## src/rtl/led_step_scheduler.sv

```systemverilog
// led_step_scheduler
//   Produces the one-cycle advance pulse for the RGB colour-cycling LED block.
//   Two requesters compete for it: a debounced push-button (manual) and a
//   free-running period timer (automatic). Manual wins a tie. Every step is
//   followed by a hold-off window during which all requests are dropped.
//   A shadow of the LED block's 3-bit colour index is kept locally.
//
// Ports
//   clk          system clock
//   reset        synchronous, active-high reset
//   btn_raw      raw push-button, active-high, asynchronous to clk
//   auto_en      enables automatic stepping
//   step         one-cycle advance pulse to the LED block
//   step_src     source of the last step: 0 = auto, 1 = manual
//   color_idx    shadow colour index (resets to 7 like the LED block)
//   busy         high while in the hold-off window
//   auto_active  registered copy of the effective auto-run flag
//
// Build option
//   LED_LONG_PRESS_EN  when defined, a short press steps on release and a
//                      press held LONG_CYCLES toggles an internal auto latch.
module led_step_scheduler #(
  parameter int DEBOUNCE_CYCLES = 270000,
  parameter int AUTO_PERIOD     = 27000000,
  parameter int HOLDOFF_CYCLES  = 2700000,
  parameter int LONG_CYCLES     = 27000000
) (
  input  logic       clk,
  input  logic       reset,
  input  logic       btn_raw,
  input  logic       auto_en,
  output logic       step,
  output logic       step_src,
  output logic [2:0] color_idx,
  output logic       busy,
  output logic       auto_active
);

  localparam int DB_W = ($clog2(DEBOUNCE_CYCLES) < 1) ? 1 : $clog2(DEBOUNCE_CYCLES);
  localparam int AP_W = ($clog2(AUTO_PERIOD) < 1) ? 1 : $clog2(AUTO_PERIOD);
  localparam int HO_W = ($clog2(HOLDOFF_CYCLES) < 1) ? 1 : $clog2(HOLDOFF_CYCLES);

  localparam logic [DB_W-1:0] DB_LAST = DB_W'(DEBOUNCE_CYCLES - 1);
  localparam logic [AP_W-1:0] AP_LAST = AP_W'(AUTO_PERIOD - 1);
  localparam logic [HO_W-1:0] HO_LAST = HO_W'(HOLDOFF_CYCLES - 1);

  typedef enum logic {READY = 1'b0, HOLD = 1'b1} state_t;

  state_t            state_q;
  logic              sync1_q, sync2_q;
  logic              db_state_q, db_state_d;
  logic              db_prev_q;
  logic [DB_W-1:0]   db_cnt_q, db_cnt_d;
  logic [AP_W-1:0]   auto_cnt_q, auto_cnt_d;
  logic [HO_W-1:0]   hold_cnt_q;
  logic              step_q, step_src_q, auto_active_q;
  logic [2:0]        color_q;

  logic              man_req, auto_req, auto_run, fire;

  // Debounce: a differing level must persist DEBOUNCE_CYCLES edges; any
  // agreement in between restarts the count.
  always_comb begin
    db_cnt_d   = '0;
    db_state_d = db_state_q;
    if (sync2_q != db_state_q) begin
      if (db_cnt_q == DB_LAST) begin
        db_state_d = sync2_q;
      end else begin
        db_cnt_d = db_cnt_q + DB_W'(1);
      end
    end
  end

`ifdef LED_LONG_PRESS_EN
  localparam int LP_W = $clog2(LONG_CYCLES + 1);
  localparam logic [LP_W-1:0] LP_LAST = LP_W'(LONG_CYCLES - 1);
  localparam logic [LP_W-1:0] LP_MAX  = LP_W'(LONG_CYCLES);

  logic [LP_W-1:0] press_cnt_q, press_cnt_d;
  logic            auto_latch_q;
  logic            long_hit;

  // Press duration saturates at LONG_CYCLES; the release step is suppressed
  // once the press has reached that length.
  always_comb begin
    long_hit    = db_state_q && (press_cnt_q == LP_LAST);
    press_cnt_d = '0;
    if (db_state_q) begin
      press_cnt_d = (press_cnt_q == LP_MAX) ? press_cnt_q : press_cnt_q + LP_W'(1);
    end
  end

  always_ff @(posedge clk) begin
    if (reset) begin
      press_cnt_q  <= '0;
      auto_latch_q <= 1'b0;
    end else begin
      press_cnt_q  <= press_cnt_d;
      auto_latch_q <= auto_latch_q ^ long_hit;
    end
  end

  assign man_req  = db_prev_q & ~db_state_q & (press_cnt_q != LP_MAX);
  assign auto_run = auto_en | auto_latch_q;
`else
  assign man_req  = db_state_q & ~db_prev_q;
  assign auto_run = auto_en;
`endif

  assign auto_req = (auto_cnt_q == AP_LAST);
  assign fire     = (state_q == READY) && (man_req || auto_req);

  // Timer only runs in READY with auto enabled; a step, HOLD or auto_run low
  // all restart it, so a dropped request is never replayed.
  always_comb begin
    auto_cnt_d = '0;
    if ((state_q == READY) && auto_run && !fire) begin
      auto_cnt_d = auto_cnt_q + AP_W'(1);
    end
  end

  always_ff @(posedge clk) begin
    if (reset) begin
      sync1_q       <= 1'b0;
      sync2_q       <= 1'b0;
      db_state_q    <= 1'b0;
      db_prev_q     <= 1'b0;
      db_cnt_q      <= '0;
      auto_cnt_q    <= '0;
      hold_cnt_q    <= '0;
      state_q       <= READY;
      step_q        <= 1'b0;
      step_src_q    <= 1'b0;
      color_q       <= 3'd7;
      auto_active_q <= 1'b0;
    end else begin
      sync1_q       <= btn_raw;
      sync2_q       <= sync1_q;
      db_state_q    <= db_state_d;
      db_prev_q     <= db_state_q;
      db_cnt_q      <= db_cnt_d;
      auto_cnt_q    <= auto_cnt_d;
      auto_active_q <= auto_run;
      step_q        <= 1'b0;
      case (state_q)
        READY: begin
          // Manual checked first so it takes a coincident auto request.
          if (man_req || auto_req) begin
            step_q     <= 1'b1;
            step_src_q <= man_req;
            color_q    <= color_q + 3'd1;
            hold_cnt_q <= '0;
            state_q    <= HOLD;
          end
        end
        HOLD: begin
          // The step cycle is hold count 0, so HOLD spans HOLDOFF_CYCLES.
          if (hold_cnt_q == HO_LAST) begin
            state_q <= READY;
          end else begin
            hold_cnt_q <= hold_cnt_q + HO_W'(1);
          end
        end
        default: state_q <= READY;
      endcase
    end
  end

  assign step        = step_q;
  assign step_src    = step_src_q;
  assign color_idx   = color_q;
  assign busy        = (state_q == HOLD);
  assign auto_active = auto_active_q;

endmodule
```

## config.mk

```make
export PLATFORM = sky130hd
export DESIGN_NAME = led_step_scheduler
export DESIGN_NICKNAME = d
export VERILOG_FILES = /design/src/rtl/led_step_scheduler.sv
export SDC_FILE = /design/constraint.sdc
export NUM_CORES = 1
export LEC_CHECK = 0
export ABC_AREA = 1
export CORE_UTILIZATION = 35
export CTS_BUF_LIST = sky130_fd_sc_hd__clkbuf_8 sky130_fd_sc_hd__clkbuf_16
export CTS_CLUSTER_SIZE = 25
export DETAILED_ROUTE_END_ITERATION = 16
export HOLD_SLACK_MARGIN = 0.12
export MAX_ROUTING_LAYER = met4
export RECOVER_POWER = 25
export SLEW_MARGIN = 20
export SYNTH_ARGS = -nofsm -noshare
export SYNTH_HDL_FRONTEND = slang
export SYNTH_SLANG_ARGS = --single-unit
```

## constraint.sdc

```tcl
create_clock -name clk -period 2 [get_ports clk]
set_input_delay 0.2 -clock clk [delete_from_list [all_inputs] [get_ports clk]]
set_output_delay 0.2 -clock clk [all_outputs]
set_load 0.02 [all_outputs]
```

==> impl_metrics.yaml, run 1 <==
status:
  outcome: "complete, no violations"
power:
  p_per_area_nw_per_um2: 757.6
  irDropWorstVdd_mv: 0.4170
  p_total_mw: 3.540
  leakage_nw: 1.675
timing:
  hold_viol: 0
  period_needed_ps: 1780
  fin_skew_ps: 6.471
  tns_ps: 0
  rsz0062_at_grt: "false"
  slew_headroom: 0.6781
  setup_viol: 0
  fmax_mhz: 561.8
  final_max_slew_viol_count: 0
  min_period_over_period: 0.8899
  max_slew.worst_pin.slew_ps: 479.2
drt:
  vias: 3662
  wl_met3_um: 246
  top_layer: "met4"
  wirelength_mm: 8.676
  wl_met1_mm: 4.349
  wl_met2_mm: 3.889
  drc: 0
  drt-initial-drc-count: 193
  wire_per_inst_um: 11.49
  vias_per_cell: 4.850
  drt_pre_antenna_iters: 5
  antenna_left: 0
global_route:
  grt_max_degree: 26
  first_global_vias: 3294
  grt-ovfl-total: 0
  grt_pass1_wl_mm: 14.78
  antenna_found_initial: 0
  globalRouteTotalUtil: 0.1644
logic_synthesis:
  netlist_area_um2: 4015
  syn_avg_cell_area_um2: 6.794
  synth.yosys.seq_area_share: 0.3839
  syn_nets: 599
  yosys_warnings: 0
  ys_ff_latch: 77
  netlist_instances: 591
  synth.distinct_cells: 35
final_layout:
  utilization: 0.4237
  nets: 618
  antenna-diode-count: 0
  n_fill_cell: 1149
  drive_above_1_share: 0.09919
  layout.area.seq_um2: 1541
  syn2layout_area_growth_pct: 16.39
  multi_input_area_um2: 2143
worst_hold_path:
  min_from: "btn_raw"
  min_path_cells: 3
  min_path_type: "in2reg"
  worstHoldEndpoint: "sync1_q"
cts:
  clk_latency_ps: 340
  cts_root_buf: "clkbuf_16"
  clk_pin_slew_ps: 60
  cts_sinks: 77
  clock_path_buffers: 2
  cts_buffers: 9
  htreeDepth: 3
  cts_tree: "done"
setup_path:
  crit_required_ps: 2280
  end_kind: "flop"
  critPathArrivalTime_ps: 2060
  rrSetupSlack_ps: 220
  r2r_end: "hold_cnt_q[16]"
  crit_path_max_fanout: 5
  critPathKind: "reg2reg"
  worstRegToRegCells: 11
  start_kind: "flop"
  r2r_start: "hold_cnt_q[0]"
flow_run:
  maxCapViolations: 0
floorplan:
  num_io_pins: 11
  row_count: 38
  fp.dieH_um: 109.1
  core_area_um2: 11030
  dieArea_um2: 11900
  start_util: 0.3640
  die_x_um: 109.1
placement:
  io_buffers: 10
  dp_hpwl_mm: 6.342
  gp_congestion: 0.8578
[logic make-up (layout without fill, tap and decap cells)]
| kind of cell | after synthesis | after routing | share of synthesized area |
|---|---|---|---|
| and+or+nand+nor | 360 | 360 | 0.4057 |
| buffers and inverters | 81 | 105 | 0.08538 |
| DFF | 77 | 77 | 0.3839 |
| AOI/OAI and AO/OA | 46 | 46 | 0.06232 |
| xor gates and xnor gates | 23 | 23 | 0.05017 |
| adders and majority gates | 4 | 4 | 0.01247 |
[synth_stat cells]
master / number / area [um^2]
a211oi_1: 2 / 15.01
a21oi_1: 36 / 180.2
a21oi_2: 1 / 8.760
a31oi_1: 1 / 6.260
buf_2: 4 / 20.02
buf_4: 3 / 22.52
buf_6: 3 / 33.78
clkbuf_1: 4 / 15.01
clkinv_1: 1 / 3.750
dfxtp_1: 77 / 1541
ha_1: 4 / 50.05
inv_1: 64 / 240.2
inv_2: 2 / 7.510
nand2_1: 124 / 465.5
nand2_2: 8 / 50.05
nand3_1: 56 / 280.3
nand3_2: 1 / 10.01
nand3b_1: 4 / 30.03
nand3b_2: 1 / 11.26
nand4_1: 18 / 112.6
nor2_1: 105 / 394.1
nor2_2: 6 / 37.54
nor2_4: 1 / 11.26
nor3_1: 17 / 85.08
nor3_2: 4 / 40.04
nor3b_1: 6 / 45.04
nor4_1: 1 / 6.260
o211ai_2: 1 / 12.51
o21ai_0: 3 / 15.01
o21ai_1: 1 / 5.000
o21bai_1: 1 / 7.510
or2_0: 1 / 6.260
or2_2: 7 / 43.79
xnor2_1: 7 / 61.31
xor2_1: 16 / 140.1
[critical path: stages (launching register included)]
cell     delay, ps
dfxtp_1        410
ha_2           240
nand2_1         80
nor2_2         210
nand2_1        120
nor2_2         210
nand2_1         80
nand2_1         70
nand2_1         50
nor2_1          80
nand2_1         50
a21oi_1        120
[timing repair]
item,CTS,global route
endpoints found under the setup margin,0,7
resized for setup,0,3
buffers inserted,0,0
hold buffers,0,0
[layout by cell type, fill, tap and decap left out, types with 9 or more instances in the layout]
cell type	synthesis	final
xor2_1	16	16
dfxtp_1	77	77
a21oi_1	36	36
buf_4	3	11
nor2_1	105	105
nand3_1	56	56
clkbuf_16	0	9
nand4_1	18	18
inv_1	64	64
nand2_1	124	124
nor3_1	17	17
[stage by stage]
step,hold slack [ps],worst slack (ps),std cells,area [um^2]
floorplan,307.0,480.8,591,4015
global placement,390.2,236.2,739,4302
detailed placement,395.8,222.4,739,4302
CTS,359.5,201.6,755,4661
global route,370.5,19.82,755,4673
finish,362.5,220.1,755,4673
[sequential cells by signal (all words and copies together) (netlist names)]
name and cells:
auto_active 1, step_src 1, sync2_q 1, color_idx 3
step 1, db_cnt_q 19, busy 1, hold_cnt_q 22
auto_cnt_q 25, sync1_q 1, db_prev_q 1, db_state_q 1
[worst max path at each step]
stage,startpoint,to,slack (ps)
final,hold_cnt_q[0],hold_cnt_q[16],220
after global routing,hold_cnt_q[0],hold_cnt_q[12],20
after CTS,hold_cnt_q[0],hold_cnt_q[16],200
after detailed placement,hold_cnt_q[0],hold_cnt_q[16],220
after global placement,hold_cnt_q[0],hold_cnt_q[19],240
after floorplan,auto_cnt_q[0],hold_cnt_q[2],480
[metal layers]
layer	global-route usage	vias to the layer above
met1	0.2085	1664
met4	0.07819	0
met5	-	-
met3	0.03407	15
li1	-	1940
met2	0.2484	43
[power breakdown]
part	switching, mW	leakage (nW)	total (mW)	internal [mW]
sequential	0.00308	0.621	1.54	1.54
combinational	0.0330	0.882	0.0513	0.0183
clock	0.658	0.172	1.95	1.29
[final cells by class]
class | instances | area share
Multi-Input combinational cell | 433 | 0.4586
Sequential cell | 77 | 0.3299
Clock buffer | 11 | 0.05408
Inverter | 67 | 0.05382
Timing Repair Buffer | 22 | 0.04337
Tap cell | 140 | 0.03748
Clock inverter | 5 | 0.02276
No activity file was read; power rests on OpenSTA's default activity.
==> run 2, diff against run 1 <==
Settings changed: CTS_CLUSTER_DIAMETER set to 100.
==> results of run 2 <==
The final DEF is identical to that of run 1; final timing and power are the same.
